File: config.mk
export PLATFORM = sky130hd
export DESIGN_NAME = rr_priority_encoder
export DESIGN_NICKNAME = d
export VERILOG_FILES = /design/src/rtl/rr_priority_encoder.sv
export SDC_FILE = /design/constraint.sdc
export NUM_CORES = 1
export LEC_CHECK = 0
export BUFFER_PORTS_ARGS = -buffer_cell sky130_fd_sc_hd__buf_4
export CAP_MARGIN = 0
export CORE_AREA = 2 2 39 41
export CTS_CLUSTER_DIAMETER = 50
export DETAILED_ROUTE_END_ITERATION = 10
export DIE_AREA = 0 0 41 43
export GPL_TIMING_DRIVEN = 0
export PLACE_DENSITY = 0.71
export SYNTH_ARGS = -nofsm -noshare
export SYNTH_HDL_FRONTEND = slang
export SYNTH_SLANG_ARGS = --single-unit
File: constraint.sdc
create_clock -name clk -period 2.6 [get_ports clk]
set_input_delay 0.52 -clock clk [delete_from_list [all_inputs] [get_ports clk]]
set_output_delay 0.52 -clock clk [all_outputs]
set_load 0.02 [all_outputs]
File: src/rtl/rr_priority_encoder.sv
// Registered N-input priority encoder with a held grant index and optional round-robin fairness.
// Latency: one cycle from sampling i to o/gnt/v; no combinational path from i to any output.
// Backpressure: a valid grant is held while rdy=0; with en=1 and rdy=1 it issues one grant per cycle.
// Build option: define PENC_ROUND_ROBIN_EN to compile in the rotation pointer and the round-robin search.
module rr_priority_encoder #(
  parameter  int N = 8,
  localparam int W = $clog2(N)
) (
  input  logic         clk,
  input  logic         rst,
  input  logic         en,
  input  logic [N-1:0] i,
  input  logic         rdy,
  output logic [W-1:0] o,
  output logic [N-1:0] gnt,
  output logic         v
);

  logic         load;
  logic         accept;
  logic [W-1:0] high_all;
  logic [W-1:0] win;
  logic [W-1:0] o_nxt;
  logic [N-1:0] gnt_nxt;
  logic         v_nxt;

  // A new sample is taken when idle, or when the held grant is consumed this edge.
  assign load   = en & (~v | rdy);
  assign accept = v & rdy;

`ifdef PENC_ROUND_ROBIN_EN
  logic [W-1:0] ptr;
  logic [W-1:0] base;
  logic [W-1:0] high_low;
  logic         hit_low;

  // The grant being accepted this edge already counts as the last winner, so
  // back-to-back grants rotate without a bubble.
  assign base = accept ? o : ptr;

  // Rotation pointer remembers the index of the last accepted grant.
  always_ff @(posedge clk or posedge rst) begin
    if (rst) begin
      ptr <= '0;
    end else if (accept) begin
      ptr <= o;
    end
  end

  // Highest request overall, and highest request strictly below the rotation base.
  always_comb begin
    high_all = '0;
    high_low = '0;
    hit_low  = 1'b0;
    for (int j = 0; j < N; j++) begin
      if (i[j]) begin
        high_all = W'(j);
        if (j < int'(base)) begin
          high_low = W'(j);
          hit_low  = 1'b1;
        end
      end
    end
  end

  // Search runs base-1 down to 0 first; if nothing there, the highest overall
  // request is necessarily at or above base, which completes the wrap.
  assign win = hit_low ? high_low : high_all;
`else
  // Fixed priority: highest requesting index wins.
  always_comb begin
    high_all = '0;
    for (int j = 0; j < N; j++) begin
      if (i[j]) begin
        high_all = W'(j);
      end
    end
  end

  assign win = high_all;
`endif

  // Next grant: reload on load, drop to idle when accepted without a new sample, else hold.
  always_comb begin
    o_nxt   = o;
    gnt_nxt = gnt;
    v_nxt   = v;
    if (load) begin
      o_nxt   = '0;
      gnt_nxt = '0;
      v_nxt   = |i;
      if (|i) begin
        o_nxt   = win;
        gnt_nxt = {{(N-1){1'b0}}, 1'b1} << win;
      end
    end else if (accept) begin
      o_nxt   = '0;
      gnt_nxt = '0;
      v_nxt   = 1'b0;
    end
  end

  // Output registers; v doubles as the IDLE/HOLD state bit.
  always_ff @(posedge clk or posedge rst) begin
    if (rst) begin
      o   <= '0;
      gnt <= '0;
      v   <= 1'b0;
    end else begin
      o   <= o_nxt;
      gnt <= gnt_nxt;
      v   <= v_nxt;
    end
  end

endmodule
==> metrics.txt, run 1 <==
CP required=roughly 2.1 ns; Leak=~0.4 nW; slowest stage cell, crit path=dfrtp_1; Synth Area in Compound Gates=roughly a fifth; first-pass GRT wire length=a little under 2000 um; final count of pins violating max slew=0; CP bufs+invs=1; period utilization=a little over half; Longest Clk Path Bufs=2; setup ws final=between 1 and 1.5 ns; post-detailed-route DRC marker count=0; GRT Util Overall=between 10% and 20%; critical path arrival=approximately 0.85 ns; Port Buf Inserts=23; Die X=~41 um; root buffer selected by CTS=clkbuf_4; CP max FO=3; Synth Instances=between 50 and 60; post_cts resized=0; Pwr Total=between 0.0004 and 0.0005 W; clock transition at the registers of the reported paths=0.08 ns; Int Power=around 0.00033 W; layout overhead on the synthesized area=41.3%; outcome=finished, final reports clean; Logic pwr share=a little over a fifth; startpoint types=register; Synth area leader=dfrtp_1; die extent in y=~43 um; router iterations before antenna repair=4; Mapped Area=554 sq um; f_max=between 700 and 800 MHz; top cell family by delay on the critical path=flip-flops; routed vias/inst=~5.5; PD cells=~590 nW/um^2; crit path time final=about 1.4 ns; grt total ovfl=0; Max IR drop VDD=~0.00026 V; synth warn=0; Max-slew headroom=58.8%; final core occ=56.6%; largest net degree at the start of global routing=13; setup repair after global routing missed its margin=no; Sequential Power Share=45.2%; htree depth=1; Post-Synth XOR/XNOR Area=0%; hold_buf cts=0; drt initial violations=9; clock latency on the worst-skew pair=around 0.28 ns; pre-CTS setup slack=roughly 1 ns; max incr delay on CP=0.40 ns; Setup-failing EPs final=0; Setup Skew=0.00267 ns; largest family of logic cells by synthesized area=compound AO/OA/AOI/OAI gates; sw frac=~28%; post-synthesis sequential area ratio=between 50 and 60%; Synth Area in Adders=0%; Seq cells post-synth=12; # diodes=0; setup bufs post-CTS=0; Clock power frac=33.2%; Core Region=1380 sq um; setup TNS=0 ns; kind of critical path=register to primary output; DR WL/cell=13.1 um; via count=between 500 and 600; Boundary Pins=24; final net count=about 90; total CTS buffers=3; Worst-Margin Slew=a little over 0.6 ns; ranking of synthesized cells by area=dfrtp_1, a22o_1, o31ai_1; Antenna Nets Post-Route=0; HP Class=primary input to async pin; Final Non-Filler Cells=95; max_cap viols=0; Mapped Nets=64; gpl congestion=slightly below 0.8; top cell type's share of synthesized area=a little over half; Fillers=130; # rows=14; Synth Area per Inst=10.7 sq um; Synth Area in Simple Gates=about a fifth; hpwl dp=951 um; die area=around 1800 sq um; drt total wl=~1200 um; Fin. Hold Viols=0; DP Cell Count=91; NetSw=about 0.00013 W; Starting Density=between 40% and 50%; multiplexer area fraction after synthesis=roughly 1.8%; Critical Path Sink Type=primary output; antenna violations before repair=0; crit-path cells=buf_4; share of cells above drive strength 1=between 30% and 40%; CTS tree=done; CTS Sinks=12; post-synth cell types=18; vias in the first global route=437
## kinds of logic (layout without fill, tap and decap cells)
| family | after synthesis | after routing |
|---|---|---|
| AND/OR/NAND/NOR | 19 | 19 |
| AO/OA/AOI/OAI | 16 | 16 |
| flip-flops | 12 | 12 |
| buffers and inverters | 4 | 31 |
| multiplexers | 1 | 1 |
## layout by cell type (no fill, tap or decap)
cell | netlist | layout
nor3b_1 | 1 | 1
inv_1 | 3 | 3
nand2b_1 | 1 | 1
o21ai_0 | 3 | 3
and4b_1 | 1 | 1
and3_1 | 1 | 1
mux2i_1 | 1 | 1
dfrtp_1 | 12 | 12
clkbuf_8 | 0 | 1
buf_4 | 0 | 23
buf_2 | 1 | 1
a22o_1 | 5 | 5
a32o_1 | 1 | 1
nor4_4 | 1 | 1
o31ai_1 | 5 | 5
nand4b_1 | 1 | 1
nand2_1 | 8 | 8
clkbuf_4 | 0 | 3
a21oi_1 | 2 | 2
and2_1 | 1 | 1
nor2_1 | 4 | 4
## flip-flops by register name, summed over array words and instances (netlist names)
signal and cells:
gnt 8, o 3, v 1
## Yosys cell counts, drive strengths merged
master and number:
dfrtp 12, nand2 8, a22o 5, o31ai 5, nor2 4, inv 3
o21ai 3, a21oi 2, a32o 1, and2 1, and3 1, and4b 1
buf 1, mux2i 1, nand2b 1, nand4b 1, nor3b 1, nor4 1
## stage by stage
| step | cell area, sq um | hold WS (ns) |
|---|---|---|
| 5_1_grt | 783 | 0.299 |
| 3_5_place_dp | 747 | 0.468 |
| 4_1_cts | 783 | 0.254 |
| 2_1_floorplan | 554 | 0.385 |
| 6_report | 783 | 0.242 |
| 3_3_place_gp | 747 | 0.461 |
## worst paths after layout
path	depth (start not counted)	slack, ns	endpoint	from
max reg2reg	4	1.35	gnt[0]	v
max	1	1.23	v	v
min in group clk	2	0.47	gnt[6]	i[7]
min	2	0.24	gnt[1]	rst
max in group asynchronous	2	2.04	o[1]	rst
min reg2reg	2	0.48	gnt[4]	gnt[4]
## layer usage
layer | part of all wire [%] | up-vias | track usage (%)
met3 | 7.4 | 5 | 4.71
met5 | 0 | - | 0
met4 | 2.7 | 0 | 10.0
met1 | 42 | 254 | 22.6
li1 | - | 246 | -
met2 | 47 | 19 | 23.8
## power by group through the flow
| stage | Sequential, W | Combinational, W | Clock [W] |
|---|---|---|---|
| floorplan | 0.000230 | 0.0000327 | 0 |
| detailed placement | 0.000212 | 0.000101 | 0 |
| global placement | 0.000212 | 0.0000987 | 0 |
| global route | 0.000210 | 0.000109 | 0.000159 |
| finish | 0.000208 | 0.0000996 | 0.000153 |
| CTS | 0.000208 | 0.000101 | 0.000155 |
## final cells by class
cell class                      instances  area (sq um)  area share [%]
Multi-Input combinational cell         36           238            30.4
Clock buffer                            4          36.3            4.63
Tap cell                               16          20.0            2.56
Sequential cell                        12           300            38.3
Buffer                                  1          5.00           0.639
Timing Repair Buffer                   23           173            22.0
Inverter                                3          11.3            1.44
Power figures use the tool's default switching activity.
==> run 2, diff against run 1 <==
Settings changed: CORE_AREA 2 2 39 41 to unset, CORE_MARGIN set to 1.5, CORE_UTILIZATION set to 39, DIE_AREA 0 0 41 43 to unset, PLACE_DENSITY 0.71 to 0.7.
Clock period 2.6 ns to 1.1 ns, I/O delays scaled along.
==> run 2 against run 1 <==
- the run now ends with negative setup slack left
- setup slack worse by 1.3 ns
- hold slack got worse by 0.081 ns
- sequential cell count did not move
- total power up 140%
- critical path depth increased by 3
- critical endpoint is now gnt[1]
==> metrics.txt, run 2 (synthesis results as in run 1) <==
drt total wl=between 1000 and 1500 um; # diodes=0; final core occ=between 60% and 70%; pre-CTS setup slack=-0.188 ns; PD cells=roughly 1400 nW/um^2; vias in the first global route=between 400 and 500; HP Class=primary input to register; Top Registers=gnt x8, o x3, v x1; CP required=roughly 1.3 ns; violated checks=negative setup slack; first-pass GRT wire length=roughly 1800 um; Leak=a little over 0.4 nW; Antenna Nets Post-Route=0; Port Buf Inserts=23; Max IR drop VDD=between 0.0007 and 0.0008 V; commonest non-fill, non-tap cells in the layout=buf_4, dfrtp_1, nand2_1; Setup Skew=around 0.0021 ns; antenna violations before repair=0; f_max=between 800 and 900 MHz; Die X=slightly above 40 um; Largest Register=gnt; Max-slew headroom=between 50% and 60%; clock latency on the worst-skew pair=~0.28 ns; Critical Path Sink Type=register; Placed Area=roughly 750 sq um; gpl congestion=between 0.7 and 0.8; total CTS buffers=3; Fin. Hold Viols=0; setup TNS=-0.0486 ns; Longest Clk Path Bufs=2; CP max FO=6; post-detailed-route DRC marker count=0; clock transition at the registers of the reported paths=about 0.080 ns; CTS Sinks=12; Boundary Pins=24; setup bufs post-CTS=0; max_cap viols=0; GRT Util Overall=17.0%; kind of critical path=register to register; Final Non-Filler Cells=95; Final Cell Area=between 800 and 900 sq um; grt total ovfl=0; layout overhead on the synthesized area=48.5%; die extent in y=approximately 41 um; setup ws final=-0.0385 ns; Worst-Margin Slew=between 0.5 and 0.6 ns; largest net degree at the start of global routing=13; routed vias/inst=~5.4; DR WL/cell=approximately 14 um; outcome=finished with violations; root buffer selected by CTS=clkbuf_4; Setup-failing EPs final=2; period utilization=103%; final net count=93; via count=just over 500; crit path time final=between 1 and 1.5 ns; DP Cell Count=90; drt initial violations=17; setup repair after global routing missed its margin=yes; final count of pins violating max slew=0; Core Region=1320 sq um; Starting Density=between 40% and 50%; most common cell after layout, fill and taps aside=buf_4; router iterations before antenna repair=4; max reg flops=8; htree depth=1; die area=approximately 1700 sq um; share of cells above drive strength 1=43.8%; critical path arrival=1.31 ns; # rows=13; hpwl dp=roughly 940 um; startpoint types=register; CTS tree=done
[run 2: path summary, 6_finish.rpt]
path / start / to / cells past startpoint / slack, ns
max in group asynchronous: rst / v / 3 / 0.28
setup reg to reg: v / gnt[1] / 4 / -0.04
min in group asynchronous: rst / gnt[3] / 3 / 0.49
hold reg to reg: gnt[0] / gnt[0] / 2 / 0.49
setup / recovery: v / gnt[1] / 4 / -0.04
hold / removal: i[7] / gnt[6] / 2 / 0.16
[run 2: repair_timing]
| action | CTS | global route |
|---|---|---|
| pin swaps | 1 | 1 |
| gates resized for setup | 1 | 6 |
| endpoints found under the setup margin | 4 | 12 |
| hold buffers | 1 | 0 |
| hold endpoints to repair | 12 | 0 |
[run 2: per-stage QoR]
stage	total power, W	hold slack (ns)
after floorplan	0.000624	0.0846
after global placement	0.000738	0.257
after detailed placement	0.000743	0.259
after CTS	0.00110	0.176
after global routing	0.00117	0.167
final	0.00112	0.161
[run 2: layout make-up]
type,instances,area (sq um)
multi-input combinational,36,262
tap,15,18.8
timing repair buffer,24,183
buffer,1,11.3
fill,118,494
inverter,3,11.3
clock buffer,4,36.3
sequential,12,302
[run 2: critical path, cell delays in order (launching register included)]
cell	delay [ns]
dfrtp_2	0.41
nand2b_4	0.06
and2_4	0.18
and4b_1	0.20
a22o_1	0.19
[run 2: where the power goes]
part	internal, W	switching [W]
clock network	0.000202	0.000164
registers	0.000475	0.0000225
logic	0.000120	0.000136
total	0.000796	0.000322
[run 2: layer usage]
layer,vias up,part of all wire (%),GRT usage (%)
li1,251,-,-
met1,233,44,19.7
met2,23,47,28.6
met3,2,7.3,5.43
met4,0,0.85,7.50
met5,-,0,0
